[src/rtl/voice_mix_pkg.sv]
// Shared defaults, FSM encoding and gain shift for the voice mixer.
// The optional gain path is enabled by defining VOICE_MIX_GAIN_EN.
package voice_mix_pkg;

  localparam int dflt_dsz   = 12;
  localparam int dflt_vsz   = 4;
  localparam int dflt_asz   = 17;
  localparam int gain_shift = 8;

  typedef enum logic [1:0] {
    st_idle  = 2'd0,
    st_scan  = 2'd1,
    st_drain = 2'd2,
    st_done  = 2'd3
  } mix_state_t;

endpackage

[src/rtl/voice_mix_if.sv]
// Sample RAM port between the mixer (master) and the voice engine RAM (slave).
// Data and gain for an address arrive one cycle after the address.
interface voice_mix_if
  import voice_mix_pkg::*;
#(
  parameter int dsz = dflt_dsz,
  parameter int vsz = dflt_vsz
) ();

  logic        [vsz-1:0] voice_sel;
  logic signed [dsz-1:0] voice_data;
  logic        [7:0]     voice_gain;

  modport master (
    output voice_sel,
    input  voice_data,
    input  voice_gain
  );

  modport slave (
    input  voice_sel,
    output voice_data,
    output voice_gain
  );

endinterface

[src/rtl/voice_mix_gain_mul.sv]
// Registered signed sample x unsigned gain, arithmetic-shifted by gain_shift.
// Only instantiated by voice_mix when VOICE_MIX_GAIN_EN is defined.
module voice_gain_mul
  import voice_mix_pkg::*;
#(
  parameter int dsz = dflt_dsz
)
(
  input  logic                  clk,
  input  logic                  reset,
  input  logic signed [dsz-1:0] data,
  input  logic        [7:0]     gain,
  output logic signed [dsz:0]   term
);

  logic signed [dsz+8:0] prod;

  // Zero-extended gain keeps the multiply signed; >>> floors toward -inf.
  assign prod = data * $signed({1'b0, gain});

  always_ff @(posedge clk or posedge reset) begin
    if (reset) begin
      term <= '0;
    end else begin
      term <= (dsz+1)'(prod >>> gain_shift);
    end
  end

endmodule

[src/rtl/voice_mix.sv]
// Time-multiplexed voice mixer: scans nv voices per ena strobe and sums them.
// Define VOICE_MIX_GAIN_EN to scale each sample by its 8-bit gain (one extra stage).
module voice_mix
  import voice_mix_pkg::*;
#(
  parameter int dsz = dflt_dsz,
  parameter int vsz = dflt_vsz,
  parameter int asz = dflt_asz
)
(
  input  logic                  clk,
  input  logic                  reset,
  input  logic                  ena,
  voice_mix_if.master           vbus,
  output logic signed [asz-1:0] mix,
  output logic                  mix_valid,
  output logic                  busy,
  output logic                  overrun
);

  localparam logic [vsz-1:0] last_sel = '1;

  mix_state_t state;
  mix_state_t next_state;

  logic        [vsz-1:0] cnt;
  logic                  data_vld;
  logic                  add_vld;
  logic                  feed_empty;
  logic signed [asz-1:0] term;
  logic signed [asz-1:0] acc;
  logic signed [asz-1:0] acc_sum;

`ifdef VOICE_MIX_GAIN_EN
  logic signed [dsz:0] prod;
  logic                prod_vld;

  voice_gain_mul #(.dsz(dsz)) u_gain_mul (
    .clk   (clk),
    .reset (reset),
    .data  (vbus.voice_data),
    .gain  (vbus.voice_gain),
    .term  (prod)
  );

  always_ff @(posedge clk or posedge reset) begin
    if (reset) begin
      prod_vld <= 1'b0;
    end else begin
      prod_vld <= data_vld;
    end
  end

  assign term       = asz'(prod);
  assign add_vld    = prod_vld;
  assign feed_empty = !data_vld;
`else
  logic unused_gain;

  assign unused_gain = ^vbus.voice_gain;
  assign term        = asz'(vbus.voice_data);
  assign add_vld     = data_vld;
  assign feed_empty  = 1'b1;
`endif

  assign acc_sum = add_vld ? acc + term : acc;

  always_ff @(posedge clk or posedge reset) begin
    if (reset) begin
      state <= st_idle;
    end else begin
      state <= next_state;
    end
  end

  // DRAIN waits until only the final accumulate stage still holds a sample.
  always_comb begin
    next_state = state;
    case (state)
      st_idle:  if (ena) next_state = st_scan;
      st_scan:  if (cnt == last_sel) next_state = st_drain;
      st_drain: if (feed_empty) next_state = st_done;
      st_done:  next_state = st_idle;
      default:  next_state = st_idle;
    endcase
  end

  always_comb begin
    busy           = (state != st_idle);
    mix_valid      = (state == st_done);
    vbus.voice_sel = (state == st_scan) ? cnt : '0;
  end

  // The mix register takes the final sum on the edge into DONE so it is
  // visible in the same cycle mix_valid pulses.
  always_ff @(posedge clk or posedge reset) begin
    if (reset) begin
      cnt      <= '0;
      data_vld <= 1'b0;
      acc      <= '0;
      mix      <= '0;
      overrun  <= 1'b0;
    end else begin
      data_vld <= (state == st_scan);
      cnt      <= (state == st_scan) ? cnt + 1'b1 : '0;
      if (state == st_idle && ena) begin
        acc <= '0;
      end else begin
        acc <= acc_sum;
      end
      if (state == st_drain && next_state == st_done) begin
        mix <= acc_sum;
      end
      if (ena && state != st_idle) begin
        overrun <= 1'b1;
      end
    end
  end

endmodule
[src/flat_wrapper.sv]
// flat-port wrapper written by rule: the top's interface ports become plain ports
module voice_mix_flat import voice_mix_pkg::*;
#(
  parameter int dsz = dflt_dsz,
  parameter int vsz = dflt_vsz,
  parameter int asz = dflt_asz
)
  (clk, reset, ena, mix, mix_valid, busy, overrun, vbus_voice_sel, vbus_voice_data, vbus_voice_gain);
  voice_mix_if #(.dsz(dsz), .vsz(vsz)) vbus_i ();
  input  logic clk;
  input  logic reset;
  input  logic ena;
  output logic signed [asz-1:0] mix;
  output logic mix_valid;
  output logic busy;
  output logic overrun;
  output wire logic [$bits(vbus_i.voice_sel)-1:0] vbus_voice_sel;
  input wire logic [$bits(vbus_i.voice_data)-1:0] vbus_voice_data;
  input wire logic [$bits(vbus_i.voice_gain)-1:0] vbus_voice_gain;
  assign vbus_voice_sel = vbus_i.voice_sel;
  assign vbus_i.voice_data = vbus_voice_data;
  assign vbus_i.voice_gain = vbus_voice_gain;
  voice_mix #(.dsz(dsz), .vsz(vsz), .asz(asz)) u_core (.clk(clk), .reset(reset), .ena(ena), .vbus(vbus_i), .mix(mix), .mix_valid(mix_valid), .busy(busy), .overrun(overrun));
endmodule
[config.mk]
export PLATFORM = sky130hd
export DESIGN_NAME = voice_mix_flat
export DESIGN_NICKNAME = d
export VERILOG_FILES = /design/src/rtl/voice_mix_pkg.sv /design/src/rtl/voice_mix_if.sv /design/src/rtl/voice_mix_gain_mul.sv /design/src/rtl/voice_mix.sv /design/src/flat_wrapper.sv
export SDC_FILE = /design/constraint.sdc
export NUM_CORES = 1
export LEC_CHECK = 0
export CORE_MARGIN = 2
export CORE_UTILIZATION = 47
export DETAILED_ROUTE_END_ITERATION = 10
export PLACE_DENSITY_LB_ADDON = 0.15
export REMOVE_ABC_BUFFERS = 1
export SETUP_SLACK_MARGIN = 0.1
export SYNTH_ARGS = -nofsm -noshare
export SYNTH_HDL_FRONTEND = slang
export SYNTH_SLANG_ARGS = --single-unit
export TNS_END_PERCENT = 100
[constraint.sdc]
create_clock -name clk -period 2.6 [get_ports clk]
set_clock_uncertainty 0.2 [all_clocks]
set_input_delay 0.39 -clock clk [delete_from_list [all_inputs] [get_ports clk]]
set_output_delay 0.39 -clock clk [all_outputs]
set_load 0.01 [all_outputs]
==> summary.txt <==
Final layout
  – Share of layout cells above drive strength 1: 0.215
  – Ant diodes: 0
  – Fin util: 0.661
  – Final Non-Filler Cells: 400
  – # fillers: 462
  – Nets: 371
  – Layout area overhead: 38.0%
  – Post-route cell area: about 0.0033 mm^2

Synthesis
  – Adder-cell share of the synthesized area: 0.0970
  – Multiplexer area fraction after synthesis: 0.0521
  – Compound-Gate Fraction of Synth Area: 0.188
  – Synth Cell Area: 0.00240 mm^2
  – XOR/XNOR Fraction of Synth Area: 0.0474
  – Seq cells post-synth: 42
  – Simple-gate share of the synthesized area: 0.151
  – EDFF count, synth: 0
  – Avg Synthesized Cell Area: ~9.5 um^2
  – Post-synthesis cell type count: approximately 40
  – Ys flop type: dfrtp_1
  – Async SR Flop Fraction: 1.00
  – Largest family of logic cells by synthesized area: compound AO/OA/AOI/OAI gates
  – Cell taking the most area after synthesis: dfrtp_1
  – Gate Count Post-Synth: 253
  – Top area cells in the synthesized netlist: dfrtp_1, ha_1, nand2_1, mux2i_1, nor2_1
  – Top-count cell post-synth: dfrtp_1
  – Top-area cell type share of the netlist area: 0.438
  – Yosys warnings: 0
  – Synth top cells by count: dfrtp_1, nand2_1, nor2_1, o21ai_0, ha_1
  – Register area share after synthesis: 0.438

Place
  – Buffers on Ports: 38
  – Placed cell area: between 0.003 and 0.004 mm^2
  – Placed insts: 390
  – GP Congestion: 0.802
  – HPWL after DPL: 3.76 mm

Floorplanning
  – Initial Utilization: 0.479
  – # rows: 26
  – Ports: 47
  – Die Area: 0.00569 mm^2
  – Die Y: around 75 um
  – Core area: 0.00501 mm^2
  – Die Width: 75.5 um

Clocking
  – CTS max path bufs: 2
  – Cts hold-fix bufs: 0
  – Htree depth: 2
  – Clock-pin slew on the worst setup and hold paths: 0.08 ns
  – Clk root buf: clkbuf_8
  – Clock tree sinks: 42
  – CTS tree: done
  – Clk_lat worst skew: approximately 0.29 ns
  – Clock buffer count from CTS: 5

Timing
  – Final setup fails: 0
  – Final Max Tran Viols: 0
  – Max Fclk: 0.394 GHz
  – Hold_ws: 0.274 ns
  – Crit share post-route: 0.975
  – Min cycle time layout: 2.53 ns
  – Relative slew slack: 0.655
  – RSZ-0062 raised after global routing: yes
  – Slew at the pin closest to its max-slew limit: 0.517 ns
  – Final Hold Vio Count: 0

Power and ir drop
  – Pwr dens: 1360 mW/mm^2
  – LEAKAGE: 1.56 nW
  – Peak VDD IR: 592 uV
  – Total design power: 4.52 mW

Setup path
  – Setup crit end kind: flip-flop
  – WS Path Type: flip-flop to flip-flop
  – R2R depth: 9
  – CP Launch Type: flip-flop
  – Worst EP required: about 2.6 ns
  – Slowest-stage cell, CP: dfrtp_1
  – Worst-path cell chain: ha_2 -> fa_2 -> a211oi_4 -> o32ai_2 -> a21oi_2 -> o221ai_2 -> xor2_1 -> mux2i_1 -> o21ai_1
  – Worst path max stage delay: 0.39 ns
  – Crit path DAT: ~2.5 ns
  – CP max FO: 3

Drt
  – Vias per inst: around 5.2
  – DR pass1 iterations: 4
  – Routed WL: 5.35 mm
  – DR iter-0 viols: 90
  – WL/cell: between 10 and 15 um
  – DRC viols: 0
  – Via total after detailed routing: slightly above 2,000
  – Post-DRT Antenna Nets: 0

Global route
  – Total track usage: 0.205
  – First-pass GRT wire length: 9.00 mm
  – Grt ovf: 0
  – Largest net degree at the start of global routing: 43
  – Initial antenna violation count: 0
  – Vias in the first global route: 2,120

Worst hold path
  – Path category of the worst min-delay check: flip-flop to flip-flop
  – Hold path depth: 1

Flow run
  – Max-cap viol count: 0

Outcome
  – Outcome: finished, final reports clean
## repair_timing
item                                    4_1_cts  5_1_grt
pin swaps                                    15        4
endpoints found under the setup margin       14       21
gates resized for setup                       7       12
setup buffers                                 3        0
## sequential cells by signal, summed over array words and instances (netlist names)
register and flops:
u_core.mix 17, u_core.state 2, u_core.cnt 4, u_core.overrun 1, u_core.add_vld 1, u_core.acc 17
## per-layer routing
| layer | vias up | share of wire | track usage |
|---|---|---|---|
| met1 | 985 | 0.45 | 0.252 |
| met5 | - | 0 | 0 |
| met3 | 8 | 0.041 | 0.0503 |
| met2 | 38 | 0.49 | 0.360 |
| met4 | 0 | 0.012 | 0.0565 |
| li1 | 1036 | - | - |
## worst paths after layout
| kind | startpoint | end | slack [ns] |
|---|---|---|---|
| worst max-delay path | u_core.acc[0] | u_core.mix[14] | 0.07 |
| worst min-delay path | u_core.overrun | u_core.overrun | 0.27 |
| worst max register to register | u_core.acc[0] | u_core.mix[14] | 0.07 |
| worst min register to register | u_core.overrun | u_core.overrun | 0.27 |
| max in group asynchronous | reset | u_core.mix[1] | 1.52 |
| min in group asynchronous | reset | u_core.overrun | 0.31 |
## layout by cell type, fill, tap and decap left out, types with 3 or more instances in the layout
cell	n
xor2_1	4
clkdlybuf4s50_1	35
a21oi_1	12
buf_4	38
a21oi_2	6
mux2i_1	11
o21ai_1	7
xnor2_1	9
nor2_1	28
nand2b_1	4
ha_1	13
and2_1	6
dfrtp_1	42
o21bai_1	3
o21ai_0	17
a21o_1	4
nand3_1	3
nand2_1	30
inv_1	8
nor3_1	3
clkbuf_8	6
## stage by stage
step | worst slack [ns] | TNS (ns)
after floorplan | 0.0513 | 0
after global placement | -0.421 | -5.09
after detailed placement | -0.453 | -5.35
after CTS | 0.0824 | 0
after global routing | -0.0781 | -0.211
final | 0.0651 | 0
## kinds of logic after synthesis
| group | after synthesis |
|---|---|
| compound gates | 69 |
| flops | 42 |
| xor+xnor | 13 |
| simple gates | 83 |
| buf+inv | 16 |
| fa+ha+maj | 18 |
| mux | 12 |
## worst max-delay path, delay by kind of cell, from the launching register on
family	cells	cell delay, ns
adder cells (fa/ha/maj)	2	0.57
flip-flops	1	0.39
AO/OA/AOI/OAI	5	0.91
XOR/XNOR	1	0.15
multiplexers	1	0.19
## layout make-up
type                       count  area (um^2)  area share
multi-input combinational    195         1360       0.410
sequential                    42         1050       0.317
timing repair buffer          76          666       0.201
tap                           70         87.6      0.0264
clock buffer                   6         82.6      0.0249
inverter                      10         37.5      0.0113
clock inverter                 1         30.0     0.00907
## power by group
part | internal (mW) | switching, mW
logic | 1.47 | 1.35
clock network | 0.307 | 0.218
registers | 0.986 | 0.194
(Power assumes the default switching activity.)
